File: config.mk
export PLATFORM = sky130hd
export DESIGN_NAME = sm83_irq_ctrl
export DESIGN_NICKNAME = d
export VERILOG_FILES = /design/src/rtl/sm83_irq_pkg.sv /design/src/rtl/sm83_sync_edge.sv /design/src/rtl/sm83_irq_ctrl.sv
export SDC_FILE = /design/constraint.sdc
export NUM_CORES = 1
export LEC_CHECK = 0
export CAP_MARGIN = 20
export CORE_MARGIN = 1.5
export CORE_UTILIZATION = 46
export DETAILED_ROUTE_END_ITERATION = 7
export GPL_ROUTABILITY_DRIVEN = 0
export HOLD_SLACK_MARGIN = 0.12
export PLACE_DENSITY_LB_ADDON = 0.1
export SYNTH_ARGS = -nofsm -noshare
export SYNTH_HDL_FRONTEND = slang
export SYNTH_HIERARCHICAL = 1
export SYNTH_SLANG_ARGS = --single-unit
File: constraint.sdc
create_clock -name CLK -period 5.2 [get_ports CLK]
set_clock_uncertainty 0.05 [all_clocks]
set_input_delay 1.56 -clock CLK [delete_from_list [all_inputs] [get_ports CLK]]
set_output_delay 1.56 -clock CLK [all_outputs]
set_load 0.01 [all_outputs]
File: src/rtl/sm83_irq_pkg.sv
// rtl/sm83_irq_pkg.sv - shared constants for the SM83 interrupt controller
package sm83_irq_pkg;

    localparam int IRQ_VBLANK = 0;
    localparam int IRQ_STAT   = 1;
    localparam int IRQ_TIMER  = 2;
    localparam int IRQ_SERIAL = 3;
    localparam int IRQ_JOYPAD = 4;

    localparam logic [15:0] IF_ADDR_DEF = 16'hFF0F;
    localparam logic [15:0] IE_ADDR_DEF = 16'hFFFF;

endpackage

File: src/rtl/sm83_sync_edge.sv
// rtl/sm83_sync_edge.sv - N-stage synchronizer followed by a rising-edge pulse
module sm83_sync_edge #(
    parameter int N = 2,
    parameter int W = 1
) (
    input  logic         clk,
    input  logic         rst_n,
    input  logic [W-1:0] d,
    output logic [W-1:0] rise
);

    logic [W-1:0] s;
    logic [W-1:0] s_q;

    generate
        if (N == 0) begin : g_direct
            assign s = d;
        end else begin : g_sync
            logic [W-1:0] chain [N];

            always_ff @(posedge clk or negedge rst_n) begin
                if (!rst_n) begin
                    for (int i = 0; i < N; i++) chain[i] <= '0;
                end else begin
                    chain[0] <= d;
                    for (int i = 1; i < N; i++) chain[i] <= chain[i-1];
                end
            end

            assign s = chain[N-1];
        end
    endgenerate

    always_ff @(posedge clk or negedge rst_n) begin
        if (!rst_n) s_q <= '0;
        else        s_q <= s;
    end

    assign rise = s & ~s_q;

endmodule

File: src/rtl/sm83_irq_ctrl.sv
// rtl/sm83_irq_ctrl.sv - IF/IE registers, request edge capture, trigger and wake outputs
module sm83_irq_ctrl
    import sm83_irq_pkg::*;
#(
    parameter logic [15:0] IF_ADDR     = IF_ADDR_DEF,
    parameter logic [15:0] IE_ADDR     = IE_ADDR_DEF,
    parameter int          NUM_IRQ     = 5,
    parameter int          SYNC_STAGES = 2
) (
    input  logic        CLK,
    input  logic        nRESET,
    input  logic [15:0] A,
    input  logic [7:0]  D_IN,
    output logic [7:0]  D_OUT,
    output logic        D_OE,
    input  logic        RD,
    input  logic        WR,
    input  logic [3:0]  INT_REQ,
    input  logic        JOYP_REQ_ASYNC,
    output logic [7:0]  CPU_IRQ_TRIG,
    input  logic [7:0]  CPU_IRQ_ACK,
    output logic        WAKE
);

    logic [3:0]         int_rise;
    logic               joy_rise;
    logic [NUM_IRQ-1:0] rise;
    logic [NUM_IRQ-1:0] if_q;
    logic [NUM_IRQ-1:0] if_next;
    logic [7:0]         ie_q;
    logic [7:0]         ie_next;
    logic [NUM_IRQ-1:0] pending;
    logic               wr_q;
    logic               wr_commit;
    logic               hit_if;
    logic               hit_ie;
    logic               unused_ack;

    sm83_sync_edge #(.N(0), .W(4)) u_int_edge (
        .clk   (CLK),
        .rst_n (nRESET),
        .d     (INT_REQ),
        .rise  (int_rise)
    );

    sm83_sync_edge #(.N(SYNC_STAGES), .W(1)) u_joy_edge (
        .clk   (CLK),
        .rst_n (nRESET),
        .d     (JOYP_REQ_ASYNC),
        .rise  (joy_rise)
    );

    assign unused_ack = &{1'b0, CPU_IRQ_ACK[7:NUM_IRQ]};
    assign hit_if     = (A == IF_ADDR);
    assign hit_ie     = (A == IE_ADDR);
    assign wr_commit  = WR & ~wr_q;
    assign pending    = if_q & ie_q[NUM_IRQ-1:0];

    always_comb begin
        rise             = '0;
        rise[3:0]        = int_rise;
        rise[IRQ_JOYPAD] = joy_rise;
        // Edge set beats ACK clear so a request arriving during dispatch is not lost.
        if_next = (((wr_commit && hit_if) ? D_IN[NUM_IRQ-1:0] : if_q) & ~CPU_IRQ_ACK[NUM_IRQ-1:0]) | rise;
        ie_next = (wr_commit && hit_ie) ? D_IN : ie_q;
    end

    always_ff @(posedge CLK or negedge nRESET) begin
        if (!nRESET) begin
            if_q         <= '0;
            ie_q         <= 8'h00;
            // A strobe still high when reset lifts must not count as a fresh write.
            wr_q         <= 1'b1;
            CPU_IRQ_TRIG <= 8'h00;
            WAKE         <= 1'b0;
            D_OUT        <= 8'h00;
            D_OE         <= 1'b0;
        end else begin
            if_q         <= if_next;
            ie_q         <= ie_next;
            wr_q         <= WR;
            CPU_IRQ_TRIG <= {{(8-NUM_IRQ){1'b0}}, pending};
            WAKE         <= |pending;
            D_OE         <= RD & (hit_if | hit_ie);
            if (RD && hit_if)      D_OUT <= {{(8-NUM_IRQ){1'b1}}, if_q};
            else if (RD && hit_ie) D_OUT <= ie_q;
            else                   D_OUT <= 8'h00;
        end
    end

endmodule
==> impl_metrics.ini, run 1 <==
[run_status]
status = complete, no violations

[sta]
drv_slew = 0
finalHoldViolCount = 0
post-route-min-period_ns = 3.41
fmax_mhz = 293
setup_viol = 0
fin_setup_tns_ns = 0
hold_slack_ns = 0.310
rsz0062_at_grt = no
fin_crit_sh_pct = 65.6

[die]
num_rows = 20
io_pins = 59
die_w_microns = 59.7
core-area_sq_um = 3050
start_util_pct = 48.4
die_area_sq_um = 3560
fp.dieH_microns = 59.7

[clocking]
root_buffer = clkbuf_4
clockBufferDepth = 2
holdBufCountCts = 0
cts_buffers = 5
ctsResizeCount = 0
path_clk_slew_ns = 0.10
clock_latency_ns = 0.34
cts_setup_buffers = 0
cts.sink_count = 36
cts_htree_levels = 2
cts_tree = yes

[final_layout]
fin_cells = 219
antennaDiodeCount = 0
drive_gt1_share_pct = 9.71
fin_util_pct = 68.4
final_nets = 215
areaGrowthSynthToFinish_pct = 41.4

[hold_path]
min_to = u_joy_edge/s
whs_path_depth = 0
min_path_type = flip-flop to flip-flop
hold_start = u_joy_edge/g_sync.chain[1]

[critical_path]
path_class = input port to flip-flop
r2r-start = wr_q
slowest_stage = or4_4
max_stage_delay_ns = 0.65
r2r_end = ie_q[5]
r2r_setup_slack_ns = 3.25
crit_start = A[15]
start_kind = input port
critical_path_required_ns = 5.38
worstSetupEndpointType = flip-flop
worstPathCellList = clkdlybuf4s50_1 -> nand4_1 -> or4_4 -> nand2b_1 -> mux2_1
crit_arrival_ns = 3.59
rr_worst_depth = 4
worst-path-max-fanout = 11

[routing]
wl_microns = 3030
dr.pass1.iters = 4
drt_iter0_drc = 19
ant_nets = 0
routedWlPerCell_microns = 13.8
via_count = 1092
drc = 0
viasPerCell = 4.99

[synth]
netlist_instances = 119
syn-cell-area_sq_um = 1480
synth-edff-count = 0
synth.distinct_cells = 25
yosysMostFrequentCell = dfrtp_1
ys_seq_elements = 36
synthArstFlopShare_pct = 100
synth_area_leaders = dfrtp_1 (59%), mux2_1 (6.1%), nor2b_4 (4.7%), or4b_1 (3.4%), a21oi_1 (2.7%)
synthDominantCellAreaShare_pct = 59.3
yosysTopAreaCell = dfrtp_1
ys_seq_area_share_pct = 61.1
syn-mean-instance-area_sq_um = 12.4
synthTopCellsByCount = dfrtp_1 (35), nor2_1 (10), a21oi_1 (8), mux2_1 (8)
yosys_most_used_dff = dfrtp_1
yosysWarnings = 6

[grt]
antenna_found_initial = 0
grt_pass1_wl_microns = 4930
track_usage_pct = 19.6
grt_pass1_vias = 1035
grt-ovfl-total = 0
grt_max_degree = 37

[pwr]
internal_power_uw = 390
swShare_pct = 22.7
power_density_nw_per_um2 = 242
leakage_nw = 0.915
switchingPower_uw = 115
seq_power_share_pct = 58.1
clkPwrFrac_pct = 30.8
max-vdd-ir-drop_uv = 222
power_frac_comb_pct = 11.1

[run]
cap_viol_max_count = 0

[placed_design]
port_buffers = 52
dpl.hpwl_microns = 2210
place_inst = 211
-- critical path: cells and delay by family --
| kind | cells | cell delay [ns] |
|---|---|---|
| buffers and inverters | 1 | 0.46 |
| AND/OR/NAND/NOR | 3 | 1.16 |
| multiplexers | 1 | 0.41 |
-- routing by layer --
layer | share of wire (%) | GRT usage [%]
met1 | 40 | 23.0
met2 | 51 | 31.5
met3 | 7.1 | 8.01
met4 | 1.5 | 8.57
met5 | 0 | 0
-- logic make-up (layout without fill, tap and decap cells) --
logic type      count (synthesis)  count (layout)  synth area share [%]
compound gates                 13              13                  5.25
mux                             8               8                  6.10
flops                          36              36                  61.1
other cells                     1               3                 0.254
simple gates                   52              52                  23.6
buf+inv                         9              63                  3.64
-- power groups by stage --
stage / clock, mW / combinational (mW) / sequential, mW
3_5_place_dp: 0 / 0.0561 / 0.299
4_1_cts: 0.160 / 0.0565 / 0.293
2_1_floorplan: 0 / 0.0194 / 0.297
3_3_place_gp: 0 / 0.0541 / 0.298
5_1_grt: 0.172 / 0.0616 / 0.295
6_report: 0.155 / 0.0559 / 0.293
-- flip-flops by register name, summed over array words and instances (netlist names), 4 cells and up --
signal / flops
D_OUT: 8
ie_q: 8
u_int_edge/s_q: 4
CPU_IRQ_TRIG: 5
if_q: 5
-- cell type report --
cell class                 count  area, sq um
fill                         252          966
sequential                    36          902
timing repair buffer          54          536
multi-input combinational     76          528
clock buffer                   7         55.1
tap                           44         55.1
clock inverter                 1         7.51
inverter                       1         3.75
-- cells in the final DEF, fill, tap and decap left out, drive strengths merged --
cell and count:
clkdlybuf4s50 52, nor2 10, nor2b 10, nor4 1, or4 4, dfrtp 35, and2 5, and4 1
nand2 5, clkinvlp 1, dfstp 1, nand2b 2, a22oi 5, nand4 3, nand3 5, clkbuf 7
conb 3, buf 2, inv 1, or4b 5, or2 1, mux2 8, a21oi 8
-- stage by stage --
step / instance area (sq um) / power, mW / setup WS, ns
4_1_cts: 2090 / 0.510 / 1.80
5_1_grt: 2090 / 0.528 / 1.72
6_report: 2090 / 0.505 / 1.79
2_1_floorplan: 1480 / 0.317 / 2.18
3_5_place_dp: 2020 / 0.355 / 1.43
3_3_place_gp: 2020 / 0.352 / 1.49
-- worst max path at each step --
stage,endpoint,cells after the start
after floorplan,if_q[0],5
after global placement,ie_q[6],5
after detailed placement,ie_q[5],5
after CTS,ie_q[5],5
after global routing,ie_q[7],5
final,ie_q[5],5
Note: power is estimated with default switching activity, not from simulation.
==> run 2: changes to the inputs <==
- CORE_UTILIZATION: 46 -> 42
- clock period: 5.2 -> 3.35 ns (I/O delays scaled with it)
==> run 2 against run 1 <==
Net effect:
- highest routed layer unchanged
- via count fell by 0.55%
- critical path type unchanged
- utilization is 5.9 points lower
- sequential power grew 56%
- final cell count rose by 1.8%
- global-route usage is 3.0 points lower
- power increased by 54%
- combinational power is 55% higher
- clock power is 52% higher
- register-to-register slack lost 1.7 ns
- worst hold slack gained 0.020 ns
==> impl_metrics.ini, run 2 (synthesized netlist as in run 1, its figures left out) <==
[grt]
grt_pass1_vias = 1059
antenna_found_initial = 0
grt-ovfl-total = 0
grt_max_degree = 37
grt_pass1_wl_microns = 4900
track_usage_pct = 16.5

[placed_design]
placed_area_sq_um = 2040
port_buffers = 52
dpl.hpwl_microns = 2260

[clocking]
cts.sink_count = 36
cts_htree_levels = 2
holdBufCountCts = 0
cts_setup_buffers = 0
ctsResizeCount = 0
clockBufferDepth = 2
cts_buffers = 5
root_buffer = clkbuf_4
path_clk_slew_ns = 0.09
clock_latency_ns = 0.33
cts_tree = yes

[pwr]
leakage_nw = 0.925
power_density_nw_per_um2 = 371
switchingPower_uw = 172
internal_power_uw = 606
power_frac_comb_pct = 11.2
seq_power_share_pct = 58.6
max-vdd-ir-drop_uv = 305
clkPwrFrac_pct = 30.3
power_uw = 779
swShare_pct = 22.1

[run]
cap_viol_max_count = 0

[die]
die_w_microns = 62.3
die_area_sq_um = 3880
core-area_sq_um = 3360
io_pins = 59
num_rows = 21
start_util_pct = 43.9
fp.dieH_microns = 62.3

[sta]
fmax_mhz = 367
hold_slack_ns = 0.330
fin_crit_sh_pct = 81.2
finalHoldViolCount = 0
post-route-min-period_ns = 2.72
rsz0062_at_grt = no
drv_slew = 0
setup_viol = 0
fin_setup_tns_ns = 0

[routing]
viasPerCell = 4.87
ant_nets = 0
wl_microns = 3010
routedWlPerCell_microns = 13.5
drc = 0
drt_iter0_drc = 31
via_count = 1086
dr.pass1.iters = 4

[final_layout]
final_common_cell = clkdlybuf4s50_1
areaGrowthSynthToFinish_pct = 42.3
layout_common_cells = clkdlybuf4s50_1 (52), dfrtp_1 (35), nor2_1 (10)
final_nets = 217
antennaDiodeCount = 0
fill_cells = 288
drive_gt1_share_pct = 10.2
reg_top3 = D_OUT x8, ie_q x8
design_area_sq_um = 2100

[critical_path]
start_kind = input port
critical_path_required_ns = 3.52
path_class = input port to flip-flop
worst-path-max-fanout = 8
r2r_setup_slack_ns = 1.53
crit_arrival_ns = 2.89
worstSetupEndpointType = flip-flop

[hold_path]
min_path_type = flip-flop to flip-flop

[run_status]
status = complete, no violations
==> run 2: worst paths after layout <==
check / endpoint / cells past startpoint / from
max: ie_q[0] / 5 / A[13]
min: u_joy_edge/s / 0 / u_joy_edge/g_sync.chain[1]
max reg2reg: ie_q[0] / 4 / wr_q
min reg2reg: u_joy_edge/s / 0 / u_joy_edge/g_sync.chain[1]
max in group asynchronous: wr_q / 2 / nRESET
min in group asynchronous: u_int_edge/s_q[3] / 2 / nRESET
==> run 2: power groups by stage <==
stage | clock (mW) | sequential, mW | combinational (mW)
after global placement | 0 | 0.464 | 0.0844
final | 0.236 | 0.456 | 0.0869
after detailed placement | 0 | 0.464 | 0.0875
after CTS | 0.245 | 0.456 | 0.0879
after floorplan | 0 | 0.462 | 0.0302
after global routing | 0.259 | 0.458 | 0.0951
==> run 2: final cells by class <==
type,count,area (sq um),share of cell area [%]
repair buffers,56,551,26.2
clock buffers,8,58.8,2.80
inverters,1,3.75,0.179
multi-input cells,76,528,25.1
flip-flops and latches,36,902,42.9
well taps,46,57.6,2.74
==> run 2: routing by layer <==
| metal | vias to the layer above | track usage (%) | routed length (microns) |
|---|---|---|---|
| met4 | 0 | 8.61 | 21 |
| met3 | 3 | 5.07 | 208 |
| met1 | 514 | 20.1 | 1300 |
| li1 | 524 | - | - |
| met5 | - | 0 | 0 |
| met2 | 45 | 26.6 | 1480 |
==> run 2: worst max-delay path, stage by stage <==
cell and delay [ns]:
clkdlybuf4s50_1 0.47, nand4_1 0.12, or4_4 0.55, nand2b_1 0.34
mux2_1 0.39
==> run 2: per-stage QoR <==
step | worst slack [ns] | cells | utilization, %
global route | 0.537 | 223 | 62.5
finish | 0.628 | 223 | 62.5
detailed placement | 0.266 | 215 | 60.7
CTS | 0.632 | 223 | 62.5
global placement | 0.327 | 215 | 60.7
floorplan | 0.884 | 121 | -
==> run 3: changes to the inputs <==
- CORE_UTILIZATION: 42 -> 38
- clock period: 3.35 -> 2.35 ns (I/O delays scaled with it)
==> run 3 against run 2 <==
Net effect:
- non-clock buffer count increased by 8
- combinational power increased by 42%
- sequential power increased by 43%
- power increased by 96%
- register-to-register slack got worse by 1.1 ns
- sequential cell count unchanged
- worst hold slack got worse by 0.0050 ns
- sequential share of layout area decreased by 3.2 points
- routed wire length increased by 2.5%
- design area increased by 7.9%
- critical endpoint is now if_q[1]
- highest routed layer unchanged
==> impl_metrics.ini, run 3 (synthesized netlist as in run 1, its figures left out) <==
[placed_design]
place_ws_ns = -0.401
dpl.hpwl_microns = 2120
place_inst = 222
port_buffers = 52
placed_area_sq_um = 2080

[final_layout]
drive_gt1_share_pct = 15.1
fin_util_pct = 61.5
reg_top3 = D_OUT x8, ie_q x8
antennaDiodeCount = 0
regArea_sq_um = 902
multiInputGateArea_sq_um = 528
final_common_cell = clkdlybuf4s50_1
final_nets = 225
layout_common_cells = clkdlybuf4s50_1 (42), dfrtp_1 (35), nor2_1 (10), buf_4 (10)
areaGrowthSynthToFinish_pct = 53.6
design_area_sq_um = 2270
fill_cells = 317
fin_cells = 233

[run]
cap_viol_max_count = 0

[hold_path]
min_path_type = flip-flop to flip-flop

[sta]
layout_setup_ws_ns = 0.0104
fin_crit_sh_pct = 99.6
drv_slew = 0
fmax_mhz = 427
post-route-min-period_ns = 2.34
fin_setup_tns_ns = 0
setup_viol = 0
finalHoldViolCount = 0
hold_slack_ns = 0.325

[pwr]
swShare_pct = 18.1
switchingPower_uw = 276
leakage_nw = 1.05
power_frac_comb_pct = 8.1
power_density_nw_per_um2 = 671
max-vdd-ir-drop_uv = 438
internal_power_mw = 1.25
clkPwrFrac_pct = 49.2
seq_power_share_pct = 42.7
power_mw = 1.52

[clocking]
clockBufferDepth = 2
clock_latency_ns = 0.29
cts_buffers = 5
cts_tree = yes
cts.sink_count = 36
root_buffer = clkbuf_8
cts_htree_levels = 2
path_clk_slew_ns = 0.07
holdBufCountCts = 0

[run_status]
status = complete, no violations

[die]
fp.dieH_microns = 65.3
die_area_sq_um = 4270
start_util_pct = 40.0
die_w_microns = 65.3
io_pins = 59
core-area_sq_um = 3690
num_rows = 22

[routing]
viasPerCell = 4.72
via_count = 1100
drc = 0
routedWlPerCell_microns = 13.2
ant_nets = 0
dr.pass1.iters = 3
wl_microns = 3080
drt_iter0_drc = 50

[critical_path]
critical_path_required_ns = 2.52
path_class = input port to flip-flop
worstPathCellList = clkdlybuf4s50_1 -> nand4_1 -> or4_4 -> buf_6 -> or4b_1 -> nand3_1
slowest_stage = or4b_1
crit_arrival_ns = 2.51
start_kind = input port
worst-path-max-fanout = 5
max_stage_delay_ns = 0.50
crit_buf_inv = 2
cp_top_family = simple AND/OR/NAND/NOR gates
worstSetupEndpointType = flip-flop

[grt]
grt-ovfl-total = 0
grt_pass1_wl_microns = 4630
grt_max_degree = 37
antenna_found_initial = 0
track_usage_pct = 14.9
grt_pass1_vias = 960
run 3: cell types whose count changed in the layout (fill, tap and decap cells not counted):
cell,change
clkdlybuf4s50_1,-10
buf_4,+6
dlygate4sd2_1,+6
clkbuf_4,-5
clkbuf_8,+4
dlymetal6s2s_1,+4
bufinv_16,+3
clkbuf_1,-2
buf_2,+1
buf_6,+1
run 3: timing repair:
item                                    CTS  global route
resized for setup                         7             4
endpoints found under the setup margin    5             6
pin swaps                                 6             6
cloned                                    1             0
setup buffers                             1             1
run 3: layer usage:
metal	GRT usage, %	vias up	routed length, microns
li1	-	539	-
met1	19.9	520	1410
met2	21.9	35	1420
met3	5.82	6	205
met4	5.47	0	47
met5	0	-	0
run 3: power groups by stage:
stage	Sequential, mW	Combinational [mW]	Clock, mW
floorplan	0.658	0.0430	0
global placement	0.661	0.124	0
detailed placement	0.661	0.127	0
CTS	0.650	0.125	0.762
global route	0.652	0.135	0.792
finish	0.650	0.123	0.749
run 3: final timing paths:
path | from | to | slack, ns | depth (start not counted)
setup / recovery | A[12] | if_q[1] | 0.01 | 6
hold / removal | u_joy_edge/g_sync.chain[1] | u_joy_edge/s | 0.32 | 0
setup reg to reg | wr_q | if_q[1] | 0.48 | 5
hold reg to reg | u_joy_edge/g_sync.chain[1] | u_joy_edge/s | 0.32 | 0
max in group asynchronous | nRESET | wr_q | 1.13 | 2
min in group asynchronous | nRESET | if_q[3] | 0.77 | 2
run 3: area by class of cell:
type / count / share of cell area [%]
Multi-Input combinational cell: 76 / 23.3
Clock buffer: 5 / 3.04
Clock inverter: 3 / 3.97
Sequential cell: 36 / 39.8
Timing Repair Buffer: 64 / 27.1
Inverter: 1 / 0.166
Tap cell: 48 / 2.65
==> RTL change 1: new RTL, config.mk and constraints of run 3 <==
Change the parameter `SYNC_STAGES` from 2 to 4.
--- a/src/rtl/sm83_irq_ctrl.sv
+++ b/src/rtl/sm83_irq_ctrl.sv
@@ -5,7 +5,7 @@
     parameter logic [15:0] IF_ADDR     = IF_ADDR_DEF,
     parameter logic [15:0] IE_ADDR     = IE_ADDR_DEF,
     parameter int          NUM_IRQ     = 5,
-    parameter int          SYNC_STAGES = 2
+    parameter int          SYNC_STAGES = 4
 ) (
     input  logic        CLK,
     input  logic        nRESET,
Function: changed (a bounded check fails within 10 cycles, from zero or initial values and one cycle with nRESET low).
==> RTL change 1 against run 3 <==
- clock power shrank 39%
- total power decreased by 17%
- setup slack better by 0.13 ns
- area after synthesis grew 3.4%
- critical endpoint is now if_q[2]$_DFF_PN0_
- wire length up 11%
- largest power group is now sequential cells
- register-to-register slack improved by 0.08 ns
- utilization fell by 1.2 points
- first-iteration DRC count is 10% higher
- highest routed layer unchanged
- via count increased by 4.8%
- sequential cell count is 2 higher
- final area is 0.22% higher
- count of clock-buffer cells in the layout rose by 3
==> RTL change 1: results <==
set metrics [dict create \
    wl_met3_um 160 \
    grt_pass1_wl_mm 5.58 \
    vias 1153 \
    vdd_drop_max_uv 380 \
    grt_use_total_pct 17.6 \
    drive_above_1_share_pct 15.9 \
    slowest_stage "or4_1" \
    arrival_ns 2.38 \
    wl_met1_mm 1.33 \
    status "finished clean" \
    placed_area_um2 2150 \
    synth_fa_ha_area_share_pct 0 \
    hold_end "u_joy_edge/g_sync.chain[2]$_DFF_PN0_" \
    whs_ns 0.294 \
    synthXorXnorAreaFrac_pct 0 \
    startpoint "A[4]" \
    synth_compound_area_share_pct 5.08 \
    first_iter_violations 55 \
    dpl_worst_slack_ns -0.433 \
    cts_root_buf "clkbuf_8" \
    p_clk_uw 457 \
    synthTopCellsByCount "37 x dfrtp_1, 10 x nor2_1, 8 x a21oi_1, 8 x mux2_1" \
    groute.layer.met3.usage_pct 4.43 \
    synthTopCellsByArea "dfrtp_1 61%, mux2_1 5.9%, nor2b_4 4.5%" \
    holdPathStages 0 \
    final_cells 237 \
    path_max_fanout 10 \
    muxShareOfSynthArea_pct 5.90 \
    htreeDepth 2 \
    fin_crit_sh_pct 93.8 \
    reg2reg_slack_ns 0.56 \
    p_int_uw 990 \
    grt_pass1_vias 1201 \
    hold_start "u_joy_edge/g_sync.chain[3]$_DFF_PN0_" \
    ys_seq_area_share_pct 62.4 \
    dp_hpwl_mm 2.61 \
    grt_use_met2_pct 29.9 \
    p_leak_uw 0.00107 \
    power_frac_comb_pct 9.8 \
    drt_pass1_iterations 4 \
    grt_max_degree 39 \
    avgSynthCellArea_um2 12.6 \
    grtUsageMet1_pct 20.0 \
    clockBufferDepth 2 \
    ys_warn_count 6 \
    clk_pin_slew_ns 0.07 \
    routed-wl-met2_mm 1.87 \
    numCtsBuffers 5 \
    endpoint "if_q[2]$_DFF_PN0_" \
    layout.nets 229 \
    wl_per_cell_um 14.5 \
    antenna_found_initial 0 \
]
==> RTL change 1: area by class of cell <==
class | count | area (µm²)
Fill cell | 307 | 1500
Sequential cell | 38 | 952
Timing Repair Buffer | 66 | 631
Multi-Input combinational cell | 76 | 536
Clock buffer | 8 | 90.1
Tap cell | 48 | 60.1
Inverter | 1 | 3.75
==> RTL change 1: worst reg2reg max path: cells and delay by family (launching register included) <==
kind | cells | cell delay [ns]
simple gates | 4 | 1.16
flops | 1 | 0.36
buf+inv | 1 | 0.15
==> RTL change 1: cell families after synthesis <==
family | count (synthesis)
buffers and inverters | 9
other | 1
multiplexers | 8
flip-flops | 38
AO/OA/AOI/OAI | 13
AND/OR/NAND/NOR | 52
==> RTL change 1: what timing repair did <==
item | in CTS | in global routing
endpoints found under the setup margin | 13 | 13
pin swaps | 9 | 4
gates resized for setup | 10 | 6
setup buffers | 1 | 1
==> RTL change 2: new RTL, config.mk and constraints of run 3 <==
Without the edit above. Add an input register stage for `CPU_IRQ_ACK`; this delays it by one clock. The other inputs are not delayed to match.
--- a/src/rtl/sm83_irq_ctrl.sv
+++ b/src/rtl/sm83_irq_ctrl.sv
@@ -21,6 +21,12 @@
     input  logic [7:0]  CPU_IRQ_ACK,
     output logic        WAKE
 );
+
+    logic [7:0] CPU_IRQ_ACK_q;
+
+    always_ff @(posedge CLK) begin
+        CPU_IRQ_ACK_q <= CPU_IRQ_ACK;
+    end
 
     logic [3:0]         int_rise;
     logic               joy_rise;
@@ -50,7 +56,7 @@
         .rise  (joy_rise)
     );
 
-    assign unused_ack = &{1'b0, CPU_IRQ_ACK[7:NUM_IRQ]};
+    assign unused_ack = &{1'b0, CPU_IRQ_ACK_q[7:NUM_IRQ]};
     assign hit_if     = (A == IF_ADDR);
     assign hit_ie     = (A == IE_ADDR);
     assign wr_commit  = WR & ~wr_q;
@@ -61,7 +67,7 @@
         rise[3:0]        = int_rise;
         rise[IRQ_JOYPAD] = joy_rise;
         // Edge set beats ACK clear so a request arriving during dispatch is not lost.
-        if_next = (((wr_commit && hit_if) ? D_IN[NUM_IRQ-1:0] : if_q) & ~CPU_IRQ_ACK[NUM_IRQ-1:0]) | rise;
+        if_next = (((wr_commit && hit_if) ? D_IN[NUM_IRQ-1:0] : if_q) & ~CPU_IRQ_ACK_q[NUM_IRQ-1:0]) | rise;
         ie_next = (wr_commit && hit_ie) ? D_IN : ie_q;
     end
 
Behaviour: not the same (Yosys sat finds a counterexample within 4 cycles, from zero or initial values and one cycle with nRESET low).
==> RTL change 2 against run 3 <==
- wire length increased by 9.2%
- setup slack improved by 0.076 ns
- register-to-register slack improved by 0.04 ns
- utilization decreased by 3.3 points
- area after synthesis increased by 6.8%
- total power decreased by 14%
- sequential cell count increased by 5
- final area increased by 2.6%
- critical path type unchanged
- critical endpoint is now if_q[3]$_DFF_PN0_
- largest power group is now sequential cells
==> RTL change 2: results <==
set metrics [dict create \
    first_iter_violations 58 \
    numCtsBuffers 5 \
    grt_pass1_wl_mm 5.43 \
    drive_above_1_share_pct 18.3 \
    ys_seq_area_share_pct 63.6 \
    insertion_delay_ns 0.28 \
    hold_class "reg -> reg" \
    arrival_ns 2.44 \
    dp_hpwl_mm 2.48 \
    endpoint "if_q[3]$_DFF_PN0_" \
    status "finished clean" \
    n_antenna_cell 0 \
    reg2reg_slack_ns 0.52 \
    synthFlopType "dfrtp_1" \
    reg2reg_depth 5 \
    routed-wl-met2_mm 1.78 \
    synth_cell_types 26 \
    num-fill-cells 346 \
    grt_use_total_pct 16.6 \
    grt_max_degree 37 \
    synthTopCellsByArea "dfrtp_1 56%, dfxtp_1 6.3%, mux2_1 5.7%" \
    routed_wl_mm 3.37 \
    antenna_found_initial 0 \
    wl_met3_um 140 \
    reg.largest.list "D_OUT x8, ie_q x8" \
    worstReg2RegStart "wr_q$_DFF_PN1_" \
    layout.nets 231 \
    synthTopCellsByCount "35 x dfrtp_1, 10 x nor2_1, 8 x a21oi_1, 8 x mux2_1" \
    htreeDepth 2 \
    drt_pass1_iterations 3 \
    async_reset_ff_share_pct 87.8 \
    wl_met1_mm 1.44 \
    clockBufferDepth 2 \
    vdd_drop_max_uv 369 \
    ys_warn_count 6 \
    viasPerCell 4.73 \
    grt_pass1_vias 1161 \
    cts_root_buf "clkbuf_8" \
    clk_pin_slew_ns 0.08 \
    top_layer_used "met3" \
    p_leak_uw 0.00106 \
    path_max_fanout 9 \
    startpoint "A[4]" \
    io_buffers 52 \
]
==> RTL change 2: cell types whose count changed after synthesis, sizes merged <==
cell | before | now
dfxtp | 0 | 5
==> RTL change 2: repair_timing <==
item | in CTS | in global routing
hold buffers | 0 | 0
setup buffers | 1 | 1
pin swaps | 7 | 5
gates resized for setup | 12 | 7
endpoints found under the setup margin | 13 | 4
==> RTL change 2: final cells by class <==
cell class / instances / area, µm² / share of cell area [%]
clock buffer: 5 / 68.8 / 2.96
clock inverter: 3 / 17.5 / 0.753
inverter: 1 / 3.75 / 0.161
multi-input combinational: 76 / 554 / 23.8
sequential: 41 / 1000 / 43.1
tap: 50 / 62.6 / 2.69
timing repair buffer: 65 / 618 / 26.6
==> RTL change 2: cells by family (layout without fill, tap and decap cells) <==
family | Yosys count | after routing | synth area share, %
compound gates | 13 | 13 | 4.92
buf+inv | 9 | 74 | 3.41
flops | 41 | 41 | 63.6
mux | 8 | 8 | 5.71
other cells | 1 | 3 | 0.238
simple gates | 52 | 52 | 22.1
==> RTL change 2: critical path: stages <==
cell and delay [ns]:
clkdlybuf4s50_1 0.43, or4_1 0.53, buf_4 0.19, or4b_4 0.49, nand3_2 0.09
==> RTL change 2: how the worst min path moves through the flow <==
stage                                                     from                      to  slack [ns]  depth (start not counted)
after floorplan           u_joy_edge/g_sync.chain[1]$_DFF_PN0_  u_joy_edge/s$_DFF_PN0_        0.28                          0
after global placement    u_joy_edge/g_sync.chain[1]$_DFF_PN0_  u_joy_edge/s$_DFF_PN0_        0.28                          0
after detailed placement  u_joy_edge/g_sync.chain[1]$_DFF_PN0_  u_joy_edge/s$_DFF_PN0_        0.30                          0
after CTS                 u_joy_edge/g_sync.chain[1]$_DFF_PN0_  u_joy_edge/s$_DFF_PN0_        0.31                          0
after global routing      u_joy_edge/g_sync.chain[1]$_DFF_PN0_  u_joy_edge/s$_DFF_PN0_        0.33                          0
final                     u_joy_edge/g_sync.chain[1]$_DFF_PN0_  u_joy_edge/s$_DFF_PN0_        0.31                          0
==> RTL change 2: power breakdown <==
part / internal, µW / switching (µW)
registers: 726 / 14.1
clock network: 205 / 232
logic: 77.2 / 47.5
==> RTL change 2: per-layer routing <==
metal	GRT usage (%)	vias up
met3	5.17	0
met2	28.2	28
li1	-	556
met5	0	-
met4	3.06	0
met1	21.2	556
==> RTL change 2: through the flow <==
step                      setup WS (ns)  hold WS [ns]  utilization (%)  area [µm²]  cells
after CTS                        0.0150         0.315             57.3        2290    240
after detailed placement         -0.424         0.296             55.3        2210    231
after global routing             0.0286         0.329             58.2        2330    241
after floorplan                   0.184         0.281                -        1580    126
after global placement           -0.385         0.284             55.3        2210    231
final                            0.0864         0.310             58.2        2330    241
